<file path="src/rtl/wshb_arb_pkg.sv">
// Shared types for the two-master Wishbone arbiter.
// State encoding and tenure-counter width.
package wshb_arb_pkg;

   localparam int QCNT_W = 8;

   typedef logic [QCNT_W-1:0] qcnt_t;

   typedef enum logic [1:0] {
      IDLE = 2'd0,
      GNT0 = 2'd1,
      GNT1 = 2'd2
   } arb_state_e;

endpackage

</file>
<file path="src/rtl/wshb_if.sv">
// Classic Wishbone bundle between a requester and a target.
// master drives the request side, slave returns data and termination.
interface wshb_if #(
   parameter int AW = 32,
   parameter int DW = 32
);
   logic            cyc;
   logic            stb;
   logic            we;
   logic [AW-1:0]   adr;
   logic [DW/8-1:0] sel;
   logic [DW-1:0]   dat_ms;
   logic [DW-1:0]   dat_sm;
   logic            ack;
   logic            err;
   logic [2:0]      cti;
   logic [1:0]      bte;

   modport master (
      output cyc, stb, we, adr, sel, dat_ms, cti, bte,
      input  dat_sm, ack, err
   );

   modport slave (
      input  cyc, stb, we, adr, sel, dat_ms, cti, bte,
      output dat_sm, ack, err
   );

endinterface

</file>
<file path="src/rtl/wshb_arbiter.sv">
// Two-master Wishbone arbiter with round robin and ack-quantum preemption.
// Optional per-master statistics when ARB_STATS_EN is defined.
module wshb_arbiter
   import wshb_arb_pkg::*;
#(
   parameter int QUANTUM = 16,
   parameter bit FIRST   = 1'b0
) (
   input  logic       clk,
   input  logic       rst_n,
   wshb_if.slave      wshb_s0,
   wshb_if.slave      wshb_s1,
   wshb_if.master     wshb_m,
   output logic [1:0] grant
`ifdef ARB_STATS_EN
   ,
   output logic [31:0] stat_ack0,
   output logic [31:0] stat_ack1,
   output logic [15:0] stat_preempt
`endif
);

   localparam qcnt_t QMAX = qcnt_t'(QUANTUM);

   arb_state_e      state_q, state_d;
   qcnt_t           cnt_q, cnt_d;
   logic            last_q, last_d;
   logic            cyc0, cyc1;
   logic            end_ev;
   logic [QCNT_W:0] cnt_nx;
   logic            cnt_full;

   assign cyc0     = wshb_s0.cyc;
   assign cyc1     = wshb_s1.cyc;
   assign end_ev   = (state_q != IDLE) && (wshb_m.ack || wshb_m.err);
   assign cnt_nx   = {1'b0, cnt_q} + {{QCNT_W{1'b0}}, 1'b1};
   assign cnt_full = cnt_nx >= {1'b0, QMAX};
   assign grant    = {state_q == GNT1, state_q == GNT0};

   // arbitration: idle pick, release handover, quantum preemption
   always_comb begin
      state_d = state_q;
      unique case (state_q)
         IDLE: begin
            if (cyc0 && cyc1)
               state_d = last_q ? GNT0 : GNT1;
            else if (cyc0)
               state_d = GNT0;
            else if (cyc1)
               state_d = GNT1;
         end
         GNT0: begin
            if (!cyc0)
               state_d = cyc1 ? GNT1 : IDLE;
            else if (cyc1 && end_ev && cnt_full)
               state_d = GNT1;
         end
         GNT1: begin
            if (!cyc1)
               state_d = cyc0 ? GNT0 : IDLE;
            else if (cyc0 && end_ev && cnt_full)
               state_d = GNT0;
         end
         default: state_d = IDLE;
      endcase
   end

   // tenure counter: cleared on grant change, saturates at the quantum
   always_comb begin
      cnt_d = cnt_q;
      if (state_d != state_q)
         cnt_d = '0;
      else if (end_ev)
         cnt_d = (cnt_q >= QMAX) ? QMAX : cnt_nx[QCNT_W-1:0];
   end

   // remember which master owned the bus most recently
   always_comb begin
      last_d = last_q;
      if (state_q == GNT0)
         last_d = 1'b0;
      else if (state_q == GNT1)
         last_d = 1'b1;
   end

   // state, tenure and history registers
   always_ff @(posedge clk or negedge rst_n) begin
      if (!rst_n) begin
         state_q <= IDLE;
         cnt_q   <= '0;
         last_q  <= ~FIRST;
      end else begin
         state_q <= state_d;
         cnt_q   <= cnt_d;
         last_q  <= last_d;
      end
   end

   // read data goes to both requesters; only the owner sees termination
   assign wshb_s0.dat_sm = wshb_m.dat_sm;
   assign wshb_s1.dat_sm = wshb_m.dat_sm;

   // zero-latency request mux and response steering
   always_comb begin
      wshb_m.cyc    = 1'b0;
      wshb_m.stb    = 1'b0;
      wshb_m.we     = 1'b0;
      wshb_m.adr    = '0;
      wshb_m.sel    = '0;
      wshb_m.dat_ms = '0;
      wshb_m.cti    = '0;
      wshb_m.bte    = '0;
      wshb_s0.ack   = 1'b0;
      wshb_s0.err   = 1'b0;
      wshb_s1.ack   = 1'b0;
      wshb_s1.err   = 1'b0;
      unique case (state_q)
         GNT0: begin
            wshb_m.cyc    = wshb_s0.cyc;
            wshb_m.stb    = wshb_s0.stb;
            wshb_m.we     = wshb_s0.we;
            wshb_m.adr    = wshb_s0.adr;
            wshb_m.sel    = wshb_s0.sel;
            wshb_m.dat_ms = wshb_s0.dat_ms;
            wshb_m.cti    = wshb_s0.cti;
            wshb_m.bte    = wshb_s0.bte;
            wshb_s0.ack   = wshb_m.ack;
            wshb_s0.err   = wshb_m.err;
         end
         GNT1: begin
            wshb_m.cyc    = wshb_s1.cyc;
            wshb_m.stb    = wshb_s1.stb;
            wshb_m.we     = wshb_s1.we;
            wshb_m.adr    = wshb_s1.adr;
            wshb_m.sel    = wshb_s1.sel;
            wshb_m.dat_ms = wshb_s1.dat_ms;
            wshb_m.cti    = wshb_s1.cti;
            wshb_m.bte    = wshb_s1.bte;
            wshb_s1.ack   = wshb_m.ack;
            wshb_s1.err   = wshb_m.err;
         end
         default: ;
      endcase
   end

`ifdef ARB_STATS_EN
   logic [31:0] sack0_q, sack1_q;
   logic [15:0] spre_q;
   logic        preempt;

   assign preempt = ((state_q == GNT0) && cyc0 && (state_d == GNT1)) ||
                    ((state_q == GNT1) && cyc1 && (state_d == GNT0));

   // delivered-ack counters wrap, preemption counter saturates
   always_ff @(posedge clk or negedge rst_n) begin
      if (!rst_n) begin
         sack0_q <= '0;
         sack1_q <= '0;
         spre_q  <= '0;
      end else begin
         if ((state_q == GNT0) && wshb_m.ack)
            sack0_q <= sack0_q + 32'd1;
         if ((state_q == GNT1) && wshb_m.ack)
            sack1_q <= sack1_q + 32'd1;
         if (preempt && (spre_q != 16'hFFFF))
            spre_q <= spre_q + 16'd1;
      end
   end

   assign stat_ack0    = sack0_q;
   assign stat_ack1    = sack1_q;
   assign stat_preempt = spre_q;
`endif

endmodule

</file>
<file path="src/flat_wrapper.sv">
// flat-port wrapper written by rule: the top's interface ports become plain ports
module wshb_arbiter_flat import wshb_arb_pkg::*;
#(
   parameter int QUANTUM = 16,
   parameter bit FIRST   = 1'b0
)
  (clk, rst_n, grant, wshb_s0_cyc, wshb_s0_stb, wshb_s0_we, wshb_s0_adr, wshb_s0_sel, wshb_s0_dat_ms, wshb_s0_cti, wshb_s0_bte, wshb_s0_dat_sm, wshb_s0_ack, wshb_s0_err, wshb_s1_cyc, wshb_s1_stb, wshb_s1_we, wshb_s1_adr, wshb_s1_sel, wshb_s1_dat_ms, wshb_s1_cti, wshb_s1_bte, wshb_s1_dat_sm, wshb_s1_ack, wshb_s1_err, wshb_m_cyc, wshb_m_stb, wshb_m_we, wshb_m_adr, wshb_m_sel, wshb_m_dat_ms, wshb_m_cti, wshb_m_bte, wshb_m_dat_sm, wshb_m_ack, wshb_m_err);
  wshb_if wshb_s0_i ();
  wshb_if wshb_s1_i ();
  wshb_if wshb_m_i ();
  input  logic clk;
  input  logic rst_n;
  output logic [1:0] grant;
  input wire logic [$bits(wshb_s0_i.cyc)-1:0] wshb_s0_cyc;
  input wire logic [$bits(wshb_s0_i.stb)-1:0] wshb_s0_stb;
  input wire logic [$bits(wshb_s0_i.we)-1:0] wshb_s0_we;
  input wire logic [$bits(wshb_s0_i.adr)-1:0] wshb_s0_adr;
  input wire logic [$bits(wshb_s0_i.sel)-1:0] wshb_s0_sel;
  input wire logic [$bits(wshb_s0_i.dat_ms)-1:0] wshb_s0_dat_ms;
  input wire logic [$bits(wshb_s0_i.cti)-1:0] wshb_s0_cti;
  input wire logic [$bits(wshb_s0_i.bte)-1:0] wshb_s0_bte;
  output wire logic [$bits(wshb_s0_i.dat_sm)-1:0] wshb_s0_dat_sm;
  output wire logic [$bits(wshb_s0_i.ack)-1:0] wshb_s0_ack;
  output wire logic [$bits(wshb_s0_i.err)-1:0] wshb_s0_err;
  input wire logic [$bits(wshb_s1_i.cyc)-1:0] wshb_s1_cyc;
  input wire logic [$bits(wshb_s1_i.stb)-1:0] wshb_s1_stb;
  input wire logic [$bits(wshb_s1_i.we)-1:0] wshb_s1_we;
  input wire logic [$bits(wshb_s1_i.adr)-1:0] wshb_s1_adr;
  input wire logic [$bits(wshb_s1_i.sel)-1:0] wshb_s1_sel;
  input wire logic [$bits(wshb_s1_i.dat_ms)-1:0] wshb_s1_dat_ms;
  input wire logic [$bits(wshb_s1_i.cti)-1:0] wshb_s1_cti;
  input wire logic [$bits(wshb_s1_i.bte)-1:0] wshb_s1_bte;
  output wire logic [$bits(wshb_s1_i.dat_sm)-1:0] wshb_s1_dat_sm;
  output wire logic [$bits(wshb_s1_i.ack)-1:0] wshb_s1_ack;
  output wire logic [$bits(wshb_s1_i.err)-1:0] wshb_s1_err;
  output wire logic [$bits(wshb_m_i.cyc)-1:0] wshb_m_cyc;
  output wire logic [$bits(wshb_m_i.stb)-1:0] wshb_m_stb;
  output wire logic [$bits(wshb_m_i.we)-1:0] wshb_m_we;
  output wire logic [$bits(wshb_m_i.adr)-1:0] wshb_m_adr;
  output wire logic [$bits(wshb_m_i.sel)-1:0] wshb_m_sel;
  output wire logic [$bits(wshb_m_i.dat_ms)-1:0] wshb_m_dat_ms;
  output wire logic [$bits(wshb_m_i.cti)-1:0] wshb_m_cti;
  output wire logic [$bits(wshb_m_i.bte)-1:0] wshb_m_bte;
  input wire logic [$bits(wshb_m_i.dat_sm)-1:0] wshb_m_dat_sm;
  input wire logic [$bits(wshb_m_i.ack)-1:0] wshb_m_ack;
  input wire logic [$bits(wshb_m_i.err)-1:0] wshb_m_err;
  assign wshb_s0_i.cyc = wshb_s0_cyc;
  assign wshb_s0_i.stb = wshb_s0_stb;
  assign wshb_s0_i.we = wshb_s0_we;
  assign wshb_s0_i.adr = wshb_s0_adr;
  assign wshb_s0_i.sel = wshb_s0_sel;
  assign wshb_s0_i.dat_ms = wshb_s0_dat_ms;
  assign wshb_s0_i.cti = wshb_s0_cti;
  assign wshb_s0_i.bte = wshb_s0_bte;
  assign wshb_s0_dat_sm = wshb_s0_i.dat_sm;
  assign wshb_s0_ack = wshb_s0_i.ack;
  assign wshb_s0_err = wshb_s0_i.err;
  assign wshb_s1_i.cyc = wshb_s1_cyc;
  assign wshb_s1_i.stb = wshb_s1_stb;
  assign wshb_s1_i.we = wshb_s1_we;
  assign wshb_s1_i.adr = wshb_s1_adr;
  assign wshb_s1_i.sel = wshb_s1_sel;
  assign wshb_s1_i.dat_ms = wshb_s1_dat_ms;
  assign wshb_s1_i.cti = wshb_s1_cti;
  assign wshb_s1_i.bte = wshb_s1_bte;
  assign wshb_s1_dat_sm = wshb_s1_i.dat_sm;
  assign wshb_s1_ack = wshb_s1_i.ack;
  assign wshb_s1_err = wshb_s1_i.err;
  assign wshb_m_cyc = wshb_m_i.cyc;
  assign wshb_m_stb = wshb_m_i.stb;
  assign wshb_m_we = wshb_m_i.we;
  assign wshb_m_adr = wshb_m_i.adr;
  assign wshb_m_sel = wshb_m_i.sel;
  assign wshb_m_dat_ms = wshb_m_i.dat_ms;
  assign wshb_m_cti = wshb_m_i.cti;
  assign wshb_m_bte = wshb_m_i.bte;
  assign wshb_m_i.dat_sm = wshb_m_dat_sm;
  assign wshb_m_i.ack = wshb_m_ack;
  assign wshb_m_i.err = wshb_m_err;
  wshb_arbiter #(.QUANTUM(QUANTUM), .FIRST(FIRST)) u_core (.clk(clk), .rst_n(rst_n), .wshb_s0(wshb_s0_i), .wshb_s1(wshb_s1_i), .wshb_m(wshb_m_i), .grant(grant));
endmodule
</file>
<file path="config.mk">
export PLATFORM = sky130hd
export DESIGN_NAME = wshb_arbiter_flat
export DESIGN_NICKNAME = d
export VERILOG_FILES = /design/src/rtl/wshb_arb_pkg.sv /design/src/rtl/wshb_if.sv /design/src/rtl/wshb_arbiter.sv /design/src/flat_wrapper.sv
export SDC_FILE = /design/constraint.sdc
export NUM_CORES = 1
export LEC_CHECK = 0
export ABC_CLOCK_PERIOD_IN_PS = 4400
export CAP_MARGIN = 40
export CORE_AREA = 3 3 130 132
export DETAILED_ROUTE_END_ITERATION = 12
export DIE_AREA = 0 0 133 135
export GPL_TIMING_DRIVEN = 0
export PLACE_DENSITY_LB_ADDON = 0.08
export SYNTH_ARGS = -nofsm -noshare
export SYNTH_HDL_FRONTEND = slang
export SYNTH_SLANG_ARGS = --single-unit
</file>
<file path="constraint.sdc">
create_clock -name clk -period 4.4 [get_ports clk]
set_input_delay 0.44 -clock clk [delete_from_list [all_inputs] [get_ports clk]]
set_output_delay 0.44 -clock clk [all_outputs]
set_load 0.03 [all_outputs]
</file>
# Word level (Yosys, flattened, before mapping)
# Index checks and enable logic that the tools add are counted.
# totals
ff_bits	11
latchBits	0
ramBits	0
rom_bits	0
inputBits	188
output_inout_bits	146
word_cells	48
mem_count	0
# op_classes
add_sub_neg	1
multipliers	0
n_div	0
magnitude_cmp	2
eq_ne	3
shift	0
mux	28
bitwise_logic	0
reduce_logical	11
# op_table
cell	n
32-bit case mux with 2 select lines	2
8-bit 2-to-1 mux	3
2-bit 2-to-1 mux	9
8-bit by 1-bit adder with 9-bit output (second input constant)	1
9-bit by 5-bit >= comparator with 1-bit output (second input constant)	1
8-bit by 5-bit >= comparator with 1-bit output (second input constant)	1
4-bit case mux with 2 select lines	1
1-bit 2-to-1 mux	7
1-bit logical AND	6
1-bit case mux with 2 select lines	3
2-bit case mux with 3 select lines	1
3-bit case mux with 2 select lines	1
2-bit nonzero test	3
2-bit case mux with 2 select lines	1
2-bit by 1-bit equality test with 1-bit output (second input constant)	1
2-bit equality test (second input constant)	1
2-bit zero test	1
2-bit inequality test	1
1-bit logical OR	1

# Longest topological paths before layout
# logic_depth
ltp_word	9
ltp_mapped	8
ltp_nobuf	8

# Least setup slack after synthesis
# No wires, ideal clock.
# synth_path
path_kind	register -> output
start	reg u_core.state_q[1]
end	out wshb_m_adr[0]
t_arrival_ns	2.124
required_time_ns	3.960
slack_ns	1.836
path_stages_with_launch	7
n_path_buf	2
cell_sequence	dfrtp_1 > inv_1 > ha_1 > and2_1 > clkbuf_1 > buf_1 > a22o_1
# synth_between
elab_chain_cells	2
# synth_lines
element	line	source
from (decl)	wshb_arbiter.sv:25	arb_state_e state_q, state_d;
from (signal assigned)	wshb_arbiter.sv:93	state_q <= state_d;
2-bit by 1-bit equality test with 1-bit output	n/a	
named net grant[0]	flat_wrapper.sv:13	output logic [1:0] grant;
32-bit case mux with 2 select lines	wshb_arbiter.sv:117	unique case (state_q)
to (decl)	flat_wrapper.sv:39	output wire logic [$bits(wshb_m_i.adr)-1:0] wshb_m_adr;
# The timed path passes the listed nets, and every way through them passes these cells.

# Worst setup path in the final report
# layout_path
start	reg u_core.state_q[1]
end	out wshb_m_adr[26]
# layout_between
elab_chain_cells	2
# layout_lines
element	line
2-bit equality test or 2-bit by 1-bit equality test with 1-bit output (tied branches)	wshb_arbiter.sv:117
32-bit case mux with 2 select lines (*)	wshb_arbiter.sv:117
# Every way passes the cells marked *; elsewhere a longest branch is shown, timed or not.

==> impl_metrics.env <==
export IMPL_outcome="completed"
export IMPL_fp_row_count=46
export IMPL_clock_insertion_delay_worst_skew_ps=240
export IMPL_antenna_found_initial=9
export IMPL_timing_final_max_slew_violations=0
export IMPL_report_final_setup_viol=0
export IMPL_clkTransAtPathRegs_ps=50
export IMPL_drcViolationCount=0
export IMPL_syn_num_nets=458
export IMPL_synth_warnings=0
export IMPL_nets=762
export IMPL_r2r_end="u_core.cnt_q[3]$_DFFE_PN0P_"
export IMPL_cp_max_fo=10
export IMPL_cts_max_path_buffers=2
export IMPL_die_area_mm2=0.01796
export IMPL_power_density_mw_per_mm2=449.2
export IMPL_required_ps=3960
export IMPL_fmax_ghz=0.2645
export IMPL_fin_crit_ps=3781
export IMPL_drt_iter0_drc=150
export IMPL_tns_ps=0
export IMPL_vias=3213
export IMPL_start_kind="flip-flop"
export IMPL_min_path_type="reg -> reg"
export IMPL_routabilityCongestion=0.7957
export IMPL_seq_area_frac_synth=0.1273
export IMPL_routed_wl_um=16860
export IMPL_synthTopCellsByArea="a22o_1, buf_4, dfrtp_1, ha_1, clkbuf_1"
export IMPL_utilization=0.3492
export IMPL_grt_overflow=0
export IMPL_synth_cell_types=46
export IMPL_start_util=0.1372
export IMPL_ys_async_sr_fraction=1.000
export IMPL_cp_arrival_ps=3340
export IMPL_post_synth_top_count_cell="a22o_1"
export IMPL_tritoncts="done"
export IMPL_maxCapViolations=0
export IMPL_synthTopCellsByCount="a22o_1, buf_4, clkbuf_1"
export IMPL_ir_worst_vdd_mv=0.1712
export IMPL_cts_inserted_buffers=3
export IMPL_ff2ff_path_depth=8
export IMPL_tightest_slew_ps=649.6
export IMPL_die_w_um=133
export IMPL_synth_ff_type="dfrtp_1"
export IMPL_hold_depth=2
export IMPL_routedWlPerCell_um=21.40
export IMPL_fillers=1640
export IMPL_drtPass1Iterations=6
export IMPL_ctsHoldBuffers=0
export IMPL_r2r_setup_slack_ps=1720
export IMPL_timing_worst_setup_path_type="reg -> out"
export IMPL_hold_start="u_core.last_q$_DFFE_PN1P_"
export IMPL_die_h_um=135
export IMPL_fin_area_mm2=0.005527
export IMPL_synth_top_area_share=0.3024
export IMPL_final_hold_viol_count=0
export IMPL_grt_max_degree=12
export IMPL_synthCells=264
export IMPL_grt_usage=0.1702
export IMPL_grt_pass1_vias=3239
export IMPL_htree_levels=1
export IMPL_post_dp_cell_area_mm2=0.005435
export IMPL_drive_gt1_frac=0.1340
export IMPL_synth_top_area_cell="a22o_1"
export IMPL_synth_edf_count=0
export IMPL_total_power_mw=2.482
export IMPL_rr_startpoint="u_core.state_q[1]$_DFF_PN0_"
export IMPL_syn_cell_area_mm2=0.002172
export IMPL_ys_ff_latch=11
export IMPL_critical_path_endpoint_type="output port"
export IMPL_ioPinCount=334
export IMPL_syn2layout_area_growth_pct=154.4
export IMPL_grt_pass1_wl_um=22670
export IMPL_clockRootBuffer="clkbuf_16"
export IMPL_coreArea_mm2=0.01583
export IMPL_dp_hpwl_um=15120
export IMPL_rsz0062_at_grt="no"
export IMPL_post_cts_buffers=0
export IMPL_cts_sinks=11
export IMPL_avgSynthCellArea_um2=8.228
export IMPL_vias_per_cell=4.077
export IMPL_cts_resized=0
export IMPL_skew_ps=4.758
export IMPL_p_leak_nw=2.219
export IMPL_slew_headroom=0.5661
export IMPL_io_buffers=299
export IMPL_worstHoldEndpoint="u_core.last_q$_DFFE_PN1P_"
export IMPL_ant_nets=0
export IMPL_finalCritPeriodShare=0.8594
-- critical path, stage by stage (launching register included) --
cell	delay, ps
dfrtp_1	470
inv_1	170
ha_1	410
and2_1	250
clkbuf_1	400
buf_1	450
a22o_1	250
clkdlybuf4s50_1	680
-- cells in the final DEF (no fill, tap or decap), types with 2 or more instances in the layout --
cell             instances
buf_4                   64
and2_1                   7
clkbuf_16                3
nand2_1                  7
o21ai_0                  4
dfrtp_1                 10
nor3_1                   8
nor3b_1                  4
a31oi_1                  2
clkdlybuf4s50_1        299
nand2b_1                 2
mux2i_1                  4
ha_1                     6
and3_1                   4
a21oi_1                  5
nor2b_1                  2
o211ai_1                 2
inv_1                    7
buf_1                    4
nor2_1                   4
diode_2                  5
a211o_1                  2
a22o_1                  75
nand3_1                  3
clkbuf_1                15
-- routing by layer --
metal | track usage | vias to the layer above | wire, um
li1 | - | 1549 | -
met4 | 0.01963 | 10 | 209
met3 | 0.09613 | 20 | 2187
met2 | 0.2808 | 191 | 7932
met1 | 0.1993 | 1443 | 6462
met5 | 0 | - | 70
-- cell families (layout without fill, tap and decap cells) --
kind of cell             count (synthesis)  in the layout  synth area share
AO/OA/AOI/OAI                          102            102            0.4009
buffers and inverters                   90            393            0.2696
AND/OR/NAND/NOR                         49             49            0.1377
flip-flops                              11             11            0.1273
adder cells (fa/ha/maj)                  6              6           0.03456
multiplexers                             4              4           0.01843
XOR/XNOR                                 2              2           0.01152
other                                    0              5                 0
-- worst max path at each step --
stage | startpoint | end | slack (ps) | cells past startpoint
2_1_floorplan | u_core.state_q[1]$_DFF_PN0_ | wshb_m_adr[0] | 1840 | 6
3_3_place_gp | u_core.state_q[1]$_DFF_PN0_ | wshb_m_adr[26] | 890 | 7
3_5_place_dp | u_core.state_q[1]$_DFF_PN0_ | wshb_m_dat_ms[21] | 870 | 7
4_1_cts | u_core.state_q[1]$_DFF_PN0_ | wshb_m_dat_ms[21] | 610 | 7
5_1_grt | u_core.state_q[1]$_DFF_PN0_ | wshb_m_dat_ms[21] | 340 | 7
6_report | u_core.state_q[1]$_DFF_PN0_ | wshb_m_adr[26] | 620 | 7
-- where the power goes --
part           leakage [nW]  total (mW)  internal, mW  switching, mW
Clock                0.0382       0.171         0.122         0.0493
Combinational          2.03        2.17         0.939           1.23
Sequential            0.147       0.144         0.121         0.0232
Total                  2.22        2.48          1.18           1.30
-- through the flow --
stage,setup WS (ps),hold WS [ps],std cells
3_3_place_gp,885.2,464.2,779
4_1_cts,608.8,485.9,783
5_1_grt,339.6,517.1,784
3_5_place_dp,865.6,479.5,779
6_report,618.7,483.6,788
2_1_floorplan,1836,144.4,264
-- flip-flops by register name (all words and copies together), names as in the netlist --
signal / count
u_core.state_q: 2
u_core.last_q: 1
u_core.cnt_q: 8
-- layout make-up --
cell class / count / area (um^2) / share of cell area
Antenna cell: 5 / 12.51 / 0.002264
Buffer: 83 / 559.3 / 0.1012
Clock buffer: 4 / 78.83 / 0.01426
Inverter: 7 / 26.28 / 0.004754
Multi-Input combinational cell: 163 / 1310 / 0.2370
Sequential cell: 11 / 276.5 / 0.05003
Tap cell: 216 / 270.3 / 0.04890
Timing Repair Buffer: 299 / 2993 / 0.5415
Note: power is estimated with default switching activity, not from simulation.
